<file path="src/rtl/writeback_stage_pkg.sv">
// Shared types for the writeback stage: register-file write port, load widths, FSM states.
package writeback_stage_pkg;

    localparam int XLEN = 32;

    typedef logic [4:0] rv_reg_t;

    typedef struct packed {
        logic            enable;
        rv_reg_t         which_register;
        logic [XLEN-1:0] value;
    } reg_write_control_t;

    // RISC-V load funct3 encodings; 011, 110 and 111 are illegal.
    typedef enum logic [2:0] {
        LB  = 3'b000,
        LH  = 3'b001,
        LW  = 3'b010,
        LBU = 3'b100,
        LHU = 3'b101
    } load_width_t;

    typedef enum logic {
        S_IDLE      = 1'b0,
        S_WAIT_LOAD = 1'b1
    } wb_state_t;

endpackage

</file>
<file path="src/rtl/writeback_stage_load_aligner.sv">
// Combinational load aligner: selects byte/half/word, extends it, and flags misaligned or illegal loads.
module writeback_stage_load_aligner
    import writeback_stage_pkg::*;
(
    input  logic [XLEN-1:0] i_word,
    input  logic [2:0]      i_funct3,
    input  logic [1:0]      i_addr_lo,
    output logic [XLEN-1:0] o_value,
    output logic            o_fault
);

    logic [7:0]  w_byte;
    logic [15:0] w_half;

    assign w_byte = i_word[{i_addr_lo, 3'b000} +: 8];
    assign w_half = i_addr_lo[1] ? i_word[31:16] : i_word[15:0];

    always_comb begin
        // NOTE: every output gets a default first so no path through the case infers a latch.
        o_value = '0;
        o_fault = 1'b0;
        case (i_funct3)
            LB:  o_value = {{(XLEN-8){w_byte[7]}}, w_byte};
            LBU: o_value = {{(XLEN-8){1'b0}}, w_byte};
            LH: begin
                o_value = {{(XLEN-16){w_half[15]}}, w_half};
                o_fault = i_addr_lo[0];
            end
            LHU: begin
                o_value = {{(XLEN-16){1'b0}}, w_half};
                o_fault = i_addr_lo[0];
            end
            LW: begin
                o_value = i_word;
                o_fault = (i_addr_lo != 2'b00);
            end
            default: o_fault = 1'b1;
        endcase
    end

endmodule

</file>
<file path="src/rtl/writeback_stage.sv">
// Final pipeline stage: retires ALU results and aligned loads to the register-file write port.
// Optional macro WB_RETIRE_COUNTER_EN adds a 64-bit retire_count output.
module writeback_stage
    import writeback_stage_pkg::*;
#(
    parameter int unsigned MEM_TIMEOUT = 255
) (
    input  logic               clock,
    input  logic               reset,
    input  logic               in_valid,
    output logic               in_ready,
    input  rv_reg_t            in_rd,
    input  logic [XLEN-1:0]    in_value,
    input  logic               in_is_load,
    input  logic [2:0]         in_load_funct3,
    input  logic [1:0]         in_addr_lo,
    input  logic               mem_rsp_valid,
    input  logic [XLEN-1:0]    mem_rsp_data,
    output reg_write_control_t write_control,
    output logic               load_fault,
    output logic               timeout_fault
`ifdef WB_RETIRE_COUNTER_EN
    ,
    output logic [63:0]        retire_count
`endif
);

    localparam logic [15:0] TIMEOUT_LAST = 16'(MEM_TIMEOUT - 1);

    wb_state_t          r_state;
    logic               r_ready;
    logic [15:0]        r_count;
    rv_reg_t            r_rd;
    logic [2:0]         r_funct3;
    logic [1:0]         r_addr_lo;
    reg_write_control_t r_write;
    logic               r_load_fault;
    logic               r_timeout_fault;

    logic            w_accept;
    logic            w_waiting;
    logic [2:0]      w_al_funct3;
    logic [1:0]      w_al_addr_lo;
    logic [XLEN-1:0] w_al_value;
    logic            w_al_fault;

    assign w_waiting = (r_state == S_WAIT_LOAD);
    assign w_accept  = in_valid && r_ready && !w_waiting;

    // One aligner serves both the acceptance check (live inputs) and the response (held load).
    assign w_al_funct3  = w_waiting ? r_funct3  : in_load_funct3;
    assign w_al_addr_lo = w_waiting ? r_addr_lo : in_addr_lo;

    writeback_stage_load_aligner u_load_aligner (
        .i_word    (mem_rsp_data),
        .i_funct3  (w_al_funct3),
        .i_addr_lo (w_al_addr_lo),
        .o_value   (w_al_value),
        .o_fault   (w_al_fault)
    );

    // NOTE: state is updated with non-blocking assignments so every register samples pre-edge values.
    always_ff @(posedge clock) begin
        if (reset) begin
            r_state         <= S_IDLE;
            r_ready         <= 1'b0;
            r_count         <= '0;
            r_rd            <= '0;
            r_funct3        <= '0;
            r_addr_lo       <= '0;
            r_write         <= '0;
            r_load_fault    <= 1'b0;
            r_timeout_fault <= 1'b0;
        end else begin
            r_write.enable  <= 1'b0;
            r_load_fault    <= 1'b0;
            r_timeout_fault <= 1'b0;
            case (r_state)
                S_IDLE: begin
                    r_ready <= 1'b1;
                    if (w_accept) begin
                        if (!in_is_load) begin
                            r_write <= '{enable: (in_rd != '0), which_register: in_rd, value: in_value};
                        end else if (w_al_fault) begin
                            r_load_fault <= 1'b1;
                        end else begin
                            r_state   <= S_WAIT_LOAD;
                            r_ready   <= 1'b0;
                            r_count   <= '0;
                            r_rd      <= in_rd;
                            r_funct3  <= in_load_funct3;
                            r_addr_lo <= in_addr_lo;
                        end
                    end
                end
                S_WAIT_LOAD: begin
                    if (mem_rsp_valid) begin
                        r_write <= '{enable: (r_rd != '0), which_register: r_rd, value: w_al_value};
                        r_state <= S_IDLE;
                        r_ready <= 1'b1;
                    end else if (r_count == TIMEOUT_LAST) begin
                        r_timeout_fault <= 1'b1;
                        r_state         <= S_IDLE;
                        r_ready         <= 1'b1;
                    end else begin
                        r_count <= r_count + 16'd1;
                    end
                end
                default: begin
                    r_state <= S_IDLE;
                    r_ready <= 1'b1;
                end
            endcase
        end
    end

    assign in_ready      = r_ready;
    assign write_control = r_write;
    assign load_fault    = r_load_fault;
    assign timeout_fault = r_timeout_fault;

`ifdef WB_RETIRE_COUNTER_EN
    logic        w_retire;
    logic [63:0] r_retire_count;

    // x0 writes still retire; faults and timeouts do not.
    assign w_retire = (w_accept && !in_is_load) || (w_waiting && mem_rsp_valid);

    always_ff @(posedge clock) begin
        if (reset) begin
            r_retire_count <= '0;
        end else if (w_retire) begin
            r_retire_count <= r_retire_count + 64'd1;
        end
    end

    assign retire_count = r_retire_count;
`endif

endmodule

</file>
<file path="config.mk">
export PLATFORM = sky130hd
export DESIGN_NAME = writeback_stage
export DESIGN_NICKNAME = d
export VERILOG_FILES = /design/src/rtl/writeback_stage_pkg.sv /design/src/rtl/writeback_stage_load_aligner.sv /design/src/rtl/writeback_stage.sv
export SDC_FILE = /design/constraint.sdc
export NUM_CORES = 1
export LEC_CHECK = 0
export ABC_AREA = 1
export CAP_MARGIN = 30
export CORE_ASPECT_RATIO = 0.5
export CORE_UTILIZATION = 50
export DETAILED_ROUTE_END_ITERATION = 8
export GPL_TIMING_DRIVEN = 0
export PLACE_DENSITY = 0.9
export SETUP_SLACK_MARGIN = 0.02
export SLEW_MARGIN = 40
export SYNTH_ARGS = -nofsm -noshare
export SYNTH_HDL_FRONTEND = slang
export SYNTH_SLANG_ARGS = --single-unit
</file>
<file path="constraint.sdc">
create_clock -name clock -period 5.2 [get_ports clock]
set_input_delay 0.52 -clock clock [delete_from_list [all_inputs] [get_ports clock]]
set_output_delay 0.52 -clock clock [all_outputs]
set_load 0.05 [all_outputs]
</file>
==> impl_metrics.ini <==
[clock_network]
cts_setup_buffers = 0
number_of_h_tree_branching_levels = 3
clkLatencyLatePin_ns = 0.34
worst_setup_hold_path_clk_slew_ns = 0.05
clock_sinks = 68
cts-buffers-inserted = 9
cts_tree = done
clk_path_buf_depth = 2
count_of_hold_fix_buffers_inserted_at_cts = 0
ctsRootBufferMaster = sky130_fd_sc_hd__clkbuf_16
cts.repair.resized = 0

[route]
postRouteAntennaNets = 0
num_vias = 4662
drtPass1Iterations = 6
routed_wire_length_per_instance_um = 15.5
detail_route.drc_violations = 0
initialDrtViolationCount = 477
totalWireLength_mm = 13.0
post_drt_via_cell_ratio = 5.56

[yosys]
synth.cell_area_mm2 = 0.00404
synthAdderAreaFrac = 0.00620
synth.top_cell.area_share = 0.337
syn_nets = 681
synthDistinctLibCells = 38
area_fraction_in_compound_gates_after_synthesis = 0.208
postSynthAreaPerCell_um2 = 6.73
synth_seq_cells = 68
largest_area_contributor_in_the_netlist = sky130_fd_sc_hd__dfxtp_1
post_synth_main_area_contributors = sky130_fd_sc_hd__dfxtp_1 (34%), sky130_fd_sc_hd__nand2_1 (18%), sky130_fd_sc_hd__a21oi_1 (9.9%), sky130_fd_sc_hd__a22oi_1 (5.2%), sky130_fd_sc_hd__nand3_1 (5.2%)
synth-simple-area-share = 0.350
syn-instance-count = 600
largest_family_of_logic_cells_by_synthesized_area = simple AND/OR/NAND/NOR gates
yosys-top-cells-count = sky130_fd_sc_hd__nand2_1 (191), sky130_fd_sc_hd__a21oi_1 (80), sky130_fd_sc_hd__dfxtp_1 (68)
post-synth-top-count-cell = sky130_fd_sc_hd__nand2_1
async_reset_ff_frac = 0
synth_ff_type = sky130_fd_sc_hd__dfxtp_1
yosys_warnings = 0
share_of_synthesized_area_occupied_by_flip_flops_and_latches = 0.337
synth.area.mux_share = 0
synth_enable_flop_cells = 0
synth_xor_area_frac = 0.0174

[sta]
fin_crit_sh = 0.415
fin_ws_ns = 3.04
timing.max_slew.rel_slack = 0.601
final_max_slew_viol_count = 0
f_max_mhz = 463
hold_viol_final = 0
setup_viol = 0
clock_tree_skew_after_final_layout_ns = 0.00395
totalNegativeSetupSlack_ns = 0
unrepaired_setup_endpoints_after_global_routing = no
period_minus_slack_ns = 2.16
tightest_pin_transition_ns = 0.599

[grt]
wire_length_of_the_first_global_routing_pass_mm = 20.5
grt-ovfl-total = 0
grt_max_degree = 11
grt_antenna_before_repair = 0
track_usage = 0.313
via_count_of_the_first_global_routing_pass = 4347

[setup_path]
reg2reg_depth = 9
rr_startpoint = r_state
rr_endpoint = write_control[24]
critical_path.endpoint = write_control[27]
rrSetupSlack_ns = 3.15
timing_worst_setup_path_type = in2reg
crit_path_end_kind = register
beginning_of_the_critical_path = in_addr_lo[1]
max_fanout_on_critical_path = 10
worst_ep_arrival_time_ns = 2.35
critPathLaunchType = input port
worst_ep_required_time_ns = 5.39

[hold_path]
min_path_type = reg2reg

[floorplan]
initial_core_util = 0.533
io_pins = 120
std_cell_rows = 22
die_w_um = 129
die_area_mm2 = 0.00846
dieHeight_um = 65.5
core-area_mm2 = 0.00757

[layout]
layout-drive-gt1-share = 0.0889
final_nets = 810
area_growth_syn_to_layout_pct = 39.5
antenna-diode-count = 0
regArea_mm2 = 0.00136
number_of_filler_cells_placed_in_the_layout = 589
multi_input_gate_area_in_the_final_layout_mm2 = 0.00235

[power]
intPower_mw = 1.02
power_per_cell_area_mw_per_mm2 = 249
power.share.combinational = 0.194
max-vdd-ir-drop_v = 0.000174
seqPwrFrac = 0.387
power.share.clock = 0.419
p_sw_frac = 0.270
static-leakage-power_nw = 2.13
p_sw_mw = 0.379

[status]
run_status = completed

[place]
preCtsSetupSlack_ns = 2.81
finalWeightedCongestion = 0.922
place.detailed.hpwl_mm = 9.45
buffer_ports.inserted = 118

[job]
max_capacitance_violation_count = 0
worst min path at each step:
stage	from	to	slack [ns]	depth (start not counted)
final	r_funct3[2]	r_funct3[2]	0.46	2
after global routing	r_addr_lo[1]	r_addr_lo[1]	0.48	2
after CTS	r_funct3[2]	r_funct3[2]	0.46	2
after detailed placement	r_funct3[2]	r_funct3[2]	0.45	2
after global placement	r_addr_lo[0]	r_addr_lo[0]	0.45	2
after floorplan	r_addr_lo[0]	r_addr_lo[0]	0.44	2
flip-flops by register name, summed over array words and instances (netlist names):
| name | count |
|---|---|
| r_funct3 | 3 |
| write_control | 38 |
| r_addr_lo | 2 |
| r_state | 1 |
| timeout_fault | 1 |
| r_count | 16 |
| load_fault | 1 |
| in_ready | 1 |
| r_rd | 5 |
power groups by stage:
stage | clock (mW) | combinational (mW) | sequential, mW
after detailed placement | 0 | 0.265 | 0.553
after global routing | 0.614 | 0.290 | 0.544
after floorplan | 0 | 0.110 | 0.591
after global placement | 0 | 0.261 | 0.553
final | 0.588 | 0.273 | 0.543
after CTS | 0.592 | 0.269 | 0.542
cell type report:
class | count | area share
timing repair buffer | 118 | 0.210
sequential | 68 | 0.242
inverter | 34 | 0.0231
buffer | 31 | 0.0347
multi-input combinational | 467 | 0.417
tap | 108 | 0.0240
clock buffer | 10 | 0.0424
clock inverter | 3 | 0.00711
critical path, cell delays in order:
cell                              delay [ns]
sky130_fd_sc_hd__clkdlybuf4s50_1        0.54
sky130_fd_sc_hd__nand2_4                0.12
sky130_fd_sc_hd__nand2_2                0.21
sky130_fd_sc_hd__nand2_1                0.10
sky130_fd_sc_hd__o21ai_1                0.18
sky130_fd_sc_hd__nor2_4                 0.11
sky130_fd_sc_hd__buf_4                  0.18
sky130_fd_sc_hd__a21oi_1                0.17
sky130_fd_sc_hd__nand2_1                0.07
sky130_fd_sc_hd__nand2_1                0.07
sky130_fd_sc_hd__a21oi_1                0.07
cells by family after synthesis:
| family | Yosys count |
|---|---|
| compound gates | 142 |
| xor+xnor | 8 |
| fa+ha+maj | 2 |
| buf+inv | 65 |
| flops | 68 |
| simple gates | 315 |
stage by stage:
step	instance area (um^2)	utilization	hold WS, ns	power (mW)	cells
4_1_cts	5630	0.744	0.459	1.40	839
3_3_place_gp	5350	0.707	0.447	0.814	826
5_1_grt	5630	0.744	0.484	1.45	839
2_1_floorplan	4040	-	0.439	0.702	600
3_5_place_dp	5350	0.707	0.450	0.818	826
6_report	5630	0.744	0.460	1.40	839
cell usage in the layout (no fill, tap or decap), types with 4 or more instances in the layout:
cell type and n:
sky130_fd_sc_hd__dfxtp_1 68, sky130_fd_sc_hd__buf_4 6, sky130_fd_sc_hd__xor2_1 5, sky130_fd_sc_hd__nand2_2 9, sky130_fd_sc_hd__clkbuf_1 14, sky130_fd_sc_hd__o21ai_0 13, sky130_fd_sc_hd__a31oi_1 10, sky130_fd_sc_hd__nand2_4 7
sky130_fd_sc_hd__nand4_1 7, sky130_fd_sc_hd__a21oi_1 80, sky130_fd_sc_hd__nor2_4 4, sky130_fd_sc_hd__inv_1 31, sky130_fd_sc_hd__clkdlybuf4s50_1 118, sky130_fd_sc_hd__nand2_1 191, sky130_fd_sc_hd__nor2_1 42, sky130_fd_sc_hd__buf_6 7
sky130_fd_sc_hd__a22oi_1 28, sky130_fd_sc_hd__nand3_1 42, sky130_fd_sc_hd__clkbuf_16 9
per-layer routing:
metal	GRT usage	vias up	wire (um)
li1	-	2262	-
met1	0.370	2114	5390
met2	0.546	253	6170
met3	0.0798	33	1110
met4	0.135	0	316
met5	0	-	0
No activity file was read; power rests on OpenSTA's default activity.
